==> config.mk <==
export PLATFORM = sky130hd
export DESIGN_NAME = fifo_wr_arbiter
export DESIGN_NICKNAME = d
export VERILOG_FILES = /design/src/rtl/fifo_wr_arbiter.sv
export SDC_FILE = /design/constraint.sdc
export NUM_CORES = 1
export LEC_CHECK = 0
export CAP_MARGIN = 20
export CORE_ASPECT_RATIO = 1.75
export CORE_MARGIN = 2
export CORE_UTILIZATION = 36
export DETAILED_ROUTE_END_ITERATION = 12
export PLACE_DENSITY = 0.88
export SYNTH_ARGS = -nofsm -noshare
export SYNTH_HDL_FRONTEND = slang
export SYNTH_SLANG_ARGS = --single-unit
==> constraint.sdc <==
create_clock -name clkIn -period 3.8 [get_ports clkIn]
set_input_delay 0.76 -clock clkIn [delete_from_list [all_inputs] [get_ports clkIn]]
set_output_delay 0.76 -clock clkIn [all_outputs]
set_load 0.05 [all_outputs]
==> src/rtl/fifo_wr_arbiter.sv <==
// rtl/fifo_wr_arbiter.sv - round-robin burst arbiter feeding a single FIFO write port
//
// Purpose:
//    Grants one of NUM_REQ requesters access to a FIFO write port for a burst
//    of up to MAX_BURST beats. Requesters are served round-robin. After a
//    burst, the search restarts at the requester following the one just
//    served. Arbitration takes one IDLE cycle. During BURST the granted
//    requester's data/valid pass straight through to the FIFO. The FIFO ready
//    passes straight back to that requester.
//
// Ports:
//    clkIn         in   single clock, rising edge
//    rstIn         in   asynchronous active-high reset
//    reqDataIn     in   NUM_REQ x DATA_WIDTH packed requester data (req i at [i*DATA_WIDTH +: DATA_WIDTH])
//    reqValidIn    in   per-requester valid
//    reqReadyOut   out  per-requester ready (only the granted one can be high)
//    wrDataOut     out  data to FIFO write side, 0 outside BURST
//    wrValidOut    out  valid to FIFO write side
//    wrReadyIn     in   ready from FIFO write side
//    grantOut      out  one-hot current grant, zero when idle
//    busyOut       out  high while in BURST
//    statBeatsOut  out  (only with FIFO_ARB_STATS_EN) NUM_REQ x 16-bit saturating beat counters
//
// Optional feature macro: FIFO_ARB_STATS_EN

module fifo_wr_arbiter #(
   parameter int DATA_WIDTH = 32,
   parameter int NUM_REQ    = 4,
   parameter int MAX_BURST  = 8
) (
   input  logic                          clkIn,
   input  logic                          rstIn,
   input  logic [NUM_REQ*DATA_WIDTH-1:0] reqDataIn,
   input  logic [NUM_REQ-1:0]            reqValidIn,
   output logic [NUM_REQ-1:0]            reqReadyOut,
   output logic [DATA_WIDTH-1:0]         wrDataOut,
   output logic                          wrValidOut,
   input  logic                          wrReadyIn,
   output logic [NUM_REQ-1:0]            grantOut,
   output logic                          busyOut
`ifdef FIFO_ARB_STATS_EN
   ,
   output logic [NUM_REQ*16-1:0]         statBeatsOut
`endif
);

   localparam int               IDX_W     = $clog2(NUM_REQ);
   localparam logic [7:0]       LAST_BEAT = 8'(MAX_BURST - 1);
   localparam logic [IDX_W-1:0] LAST_IDX  = IDX_W'(NUM_REQ - 1);

   typedef enum logic {ST_IDLE, ST_BURST} state_t;

   state_t              state_q, state_d;
   logic [NUM_REQ-1:0]  grant_q, grant_d;
   logic [IDX_W-1:0]    gidx_q, gidx_d;
   logic [IDX_W-1:0]    rr_ptr_q, rr_ptr_d;
   logic [7:0]          beat_cnt_q, beat_cnt_d;

   logic                  in_burst;
   logic                  g_valid;
   logic [DATA_WIDTH-1:0] g_data;
   logic                  beat;
   logic                  burst_end;
   logic                  scan_found;
   logic [IDX_W-1:0]      scan_idx;
   logic [IDX_W-1:0]      cand;

   // First valid requester at or above rr_ptr_q, wrapping past NUM_REQ-1.
   always_comb begin
      scan_found = 1'b0;
      scan_idx   = '0;
      cand       = '0;
      for (int i = 0; i < NUM_REQ; i++) begin
         cand = IDX_W'((int'(rr_ptr_q) + i) % NUM_REQ);
         if (!scan_found && reqValidIn[cand]) begin
            scan_found = 1'b1;
            scan_idx   = cand;
         end
      end
   end

   // Select the granted requester's data and valid.
   always_comb begin
      g_data  = '0;
      g_valid = 1'b0;
      for (int i = 0; i < NUM_REQ; i++) begin
         if (gidx_q == IDX_W'(i)) begin
            g_data  = reqDataIn[i*DATA_WIDTH +: DATA_WIDTH];
            g_valid = reqValidIn[i];
         end
      end
   end

   assign in_burst    = (state_q == ST_BURST);
   assign wrValidOut  = in_burst & g_valid;
   assign wrDataOut   = in_burst ? g_data : '0;
   // grant_q is zero outside BURST, so this is only ever the granted bit.
   assign reqReadyOut = grant_q & {NUM_REQ{wrReadyIn & in_burst}};
   assign grantOut    = grant_q;
   assign busyOut     = in_burst;

   assign beat      = wrValidOut & wrReadyIn;
   // A requester dropping valid ends its burst even if it was mid-stall.
   assign burst_end = in_burst & (~g_valid | (beat & (beat_cnt_q == LAST_BEAT)));

   always_comb begin
      state_d    = state_q;
      grant_d    = grant_q;
      gidx_d     = gidx_q;
      rr_ptr_d   = rr_ptr_q;
      beat_cnt_d = beat_cnt_q;
      case (state_q)
         ST_IDLE: begin
            if (scan_found) begin
               state_d    = ST_BURST;
               gidx_d     = scan_idx;
               grant_d    = NUM_REQ'(1) << scan_idx;
               beat_cnt_d = '0;
            end
         end
         ST_BURST: begin
            if (burst_end) begin
               state_d    = ST_IDLE;
               grant_d    = '0;
               beat_cnt_d = '0;
               rr_ptr_d   = (gidx_q == LAST_IDX) ? '0 : gidx_q + IDX_W'(1);
            end else if (beat) begin
               beat_cnt_d = beat_cnt_q + 8'd1;
            end
         end
         default: state_d = ST_IDLE;
      endcase
   end

   always_ff @(posedge clkIn or posedge rstIn) begin
      if (rstIn) begin
         state_q    <= ST_IDLE;
         grant_q    <= '0;
         gidx_q     <= '0;
         rr_ptr_q   <= '0;
         beat_cnt_q <= '0;
      end else begin
         state_q    <= state_d;
         grant_q    <= grant_d;
         gidx_q     <= gidx_d;
         rr_ptr_q   <= rr_ptr_d;
         beat_cnt_q <= beat_cnt_d;
      end
   end

`ifdef FIFO_ARB_STATS_EN
   logic [15:0] stat_q [NUM_REQ];
   logic [15:0] stat_d [NUM_REQ];

   always_comb begin
      statBeatsOut = '0;
      for (int i = 0; i < NUM_REQ; i++) begin
         stat_d[i] = stat_q[i];
         if (beat && (gidx_q == IDX_W'(i)) && (stat_q[i] != 16'hFFFF)) begin
            stat_d[i] = stat_q[i] + 16'd1;
         end
         statBeatsOut[i*16 +: 16] = stat_q[i];
      end
   end

   always_ff @(posedge clkIn or posedge rstIn) begin
      if (rstIn) begin
         for (int i = 0; i < NUM_REQ; i++) stat_q[i] <= '0;
      end else begin
         for (int i = 0; i < NUM_REQ; i++) stat_q[i] <= stat_d[i];
      end
   end
`endif

endmodule

==> impl_metrics.py <==
metrics = {
    "run_status": {
        "status": "finished, final reports clean",
    },
    "timing": {
        "skew_ps": 4.07,
        "grt_setup_unrepaired": "false",
        "fmax_ghz": 0.321,
        "setup_viol": 0,
        "setup_tns_ps": 0,
        "finalHoldViolCount": 0,
        "slew_headroom": 0.567,
        "layout_setup_ws_ps": 686,
        "finalCritPeriodShare": 0.820,
        "finalMaxSlewViolations": 0,
        "tightest_slew_ps": 649,
        "layout_min_cycle_time_ps": 3110,
    },
    "global_route": {
        "grt_pass1_wl_mm": 14.4,
        "grt_pass1_vias": 2812,
        "track_usage": 0.264,
        "gr-total-overflow": 0,
        "antenna_found_initial": 0,
        "grt_max_degree": 52,
    },
    "job": {
        "maxCapViolCount": 0,
    },
    "logic_synthesis": {
        "synthFlopType": "dfrtp_1",
        "async_flop_share": 1.00,
        "synth_edf_count": 0,
        "synth_area_per_cell_um2": 7.30,
        "netlist-cell-type-count": 37,
        "yosysTopAreaCellShare": 0.197,
        "netlist_area_um2": 2160,
        "synthCells": 296,
        "yosys-top-cells-count": "nor2b_1 (66), a21oi_1 (36), nor3_1 (34), a221oi_1 (32), clkbuf_1 (21)",
        "ys_top_cells_by_area": "dfrtp_1 (20%), nor2b_1 (19%), a221oi_1 (13%)",
        "yosysTopAreaCell": "dfrtp_1",
        "yosysMostFrequentCell": "nor2b_1",
        "seq_area_frac_synth": 0.197,
        "ys_ff_latch": 17,
        "synth_nets": 436,
        "yosys_warnings": 0,
    },
    "place": {
        "port_buffers": 176,
        "dpl.hpwl_mm": 7.24,
        "post-place-ws_ps": 692,
        "gp_congestion": 0.818,
    },
    "critical_path": {
        "worstPathMaxFanout": 7,
        "path_cells": "clkdlybuf4s50_1 > and3_1 > clkdlybuf4s50_1",
        "path_class": "primary input to output port",
        "critPathRequiredTime_ps": 3040,
        "reg2reg_setup_slack_ps": 1460,
        "cp-start-kind": "primary input",
        "crit_top_cell": "clkdlybuf4s50_1",
        "crit_path_end_kind": "output port",
        "worstPathArrival_ps": 2350,
        "rr_worst_depth": 7,
        "critPathTopFamily": "buffers and inverters",
        "slowest_stage": "clkdlybuf4s50_1",
        "path_buf_inv": 2,
        "critical_path_depth": 3,
        "cp_slowest_stage_delay_ps": 800,
    },
    "clock_network": {
        "clk_latency_ps": 250,
        "cts_setup_buffers": 0,
        "cts.sinks": 17,
        "path_clk_slew_ps": 60,
        "cts_max_path_buffers": 2,
        "cts_tree": "done",
        "cts_buffers": 3,
        "cts_resized": 0,
        "holdBufCountCts": 0,
        "root_buffer": "clkbuf_8",
        "htreeDepth": 1,
    },
    "die": {
        "die_w_um": 62.6,
        "pin_count": 177,
        "fp-row-count": 37,
        "start_util": 0.370,
        "dieArea_um2": 6660,
        "core_area_um2": 5830,
        "die_h_um": 106,
    },
    "power_and_ir_drop": {
        "p_sw_frac": 0.592,
        "powerDensity_nw_per_um2": 881,
        "seqPwrFrac": 0.089,
        "clkPwrFrac": 0.039,
        "p_switching_w": 0.00205,
        "p_int_w": 0.00142,
        "combPwrFrac": 0.873,
        "vdd.ir_drop.worst_mv": 0.604,
        "leakagePower_nw": 1.58,
    },
    "routing": {
        "totalWireLength_mm": 9.27,
        "drtPass1Iterations": 4,
        "viasPerCell": 5.55,
        "via_count": 2951,
        "first_iter_violations": 245,
        "wl_per_cell_um": 17.4,
        "drc": 0,
        "antenna_left": 0,
    },
    "worst_hold_path": {
        "min_path_cells": 1,
        "holdCritPathClass": "flop to flop",
    },
    "cells_and_area": {
        "syn_to_final_growth_pct": 82.4,
        "nNetsFinal": 595,
        "drive_gt1_frac": 0.121,
        "diodes": 0,
    },
}
==> cells by family (layout without fill, tap and decap cells) <==
group | after synthesis | in the layout | share of synthesized area
muxes | 4 | 4 | 0.0203
DFF | 17 | 17 | 0.197
buffers and inverters | 35 | 193 | 0.0730
and+or+nand+nor | 145 | 145 | 0.384
AOI/OAI and AO/OA | 90 | 90 | 0.297
adders and majority gates | 5 | 5 | 0.0290
==> metrics by stage <==
step | util | cell area [µm²] | std cells | hold WS (ps) | power [W]
detailed placement | 0.668 | 3890 | 528 | 519 | 0.00334
floorplan | - | 2160 | 296 | 501 | 0.00245
global route | 0.675 | 3940 | 532 | 564 | 0.00370
finish | 0.675 | 3940 | 532 | 528 | 0.00347
CTS | 0.675 | 3940 | 532 | 535 | 0.00348
global placement | 0.668 | 3890 | 528 | 508 | 0.00329
==> per-layer routing <==
layer	vias up	part of all wire	global-route usage
li1	1421	-	-
met1	1361	0.36	0.290
met2	150	0.53	0.492
met3	19	0.086	0.0656
met4	0	0.027	0.0778
met5	-	0	0
==> final timing paths <==
| path | endpoint | from |
|---|---|---|
| worst max-delay path | reqReadyOut[3] | wrReadyIn |
| worst min-delay path | grantOut[1] | grantOut[1] |
| worst max register to register | beat_cnt_q[6] | gidx_q[0] |
| worst min register to register | grantOut[1] | grantOut[1] |
| max in group asynchronous | rr_ptr_q[0] | rstIn |
| min in group asynchronous | beat_cnt_q[2] | rstIn |
==> placed cells by master, fill, tap and decap left out, types with 2 or more instances in the layout <==
cell	synthesis	layout
buf_12	0	3
nand2_1	12	12
o2bb2ai_1	5	5
a221oi_1	32	32
a221o_1	3	3
nor2_1	11	11
nor3_1	34	34
clkbuf_8	0	3
ha_2	0	2
buf_4	0	36
o21ai_0	4	4
mux2_2	3	3
and3_1	5	5
clkdlybuf4s50_1	0	143
ha_1	5	3
or2_2	2	2
nor2b_1	66	65
nor3b_1	3	3
inv_1	7	7
dfrtp_1	17	17
a22o_1	3	3
nand3_1	3	3
a21oi_1	36	36
nand4_1	2	2
a21o_1	2	2
==> power groups by stage <==
stage               Sequential (W)  Clock, W  Combinational, W
floorplan                 0.000355         0           0.00210
global placement          0.000307         0           0.00298
detailed placement        0.000313         0           0.00303
CTS                       0.000309  0.000136           0.00303
global route              0.000317  0.000143           0.00324
finish                    0.000308  0.000134           0.00303
==> state kept, by name, summed over array words and instances, names as in the netlist <==
register,count
busyOut,1
gidx_q,2
beat_cnt_q,8
rr_ptr_q,2
grantOut,4
==> worst reg2reg max path, delay by kind of cell (launching register included) <==
family                     cells  cell delay [ps]
adders and majority gates      1              310
DFF                            1              400
buffers and inverters          1              100
and+or+nand+nor                2              290
AOI/OAI and AO/OA              3             1120
==> final cells by class <==
class	count	area, µm²
flip-flops and latches	17	425
well taps	78	97.6
inverters	7	26.3
fillers	509	1890
multi-input cells	244	1580
clock buffers	4	45.0
repair buffers	182	1760
Power figures use the tool's default switching activity.
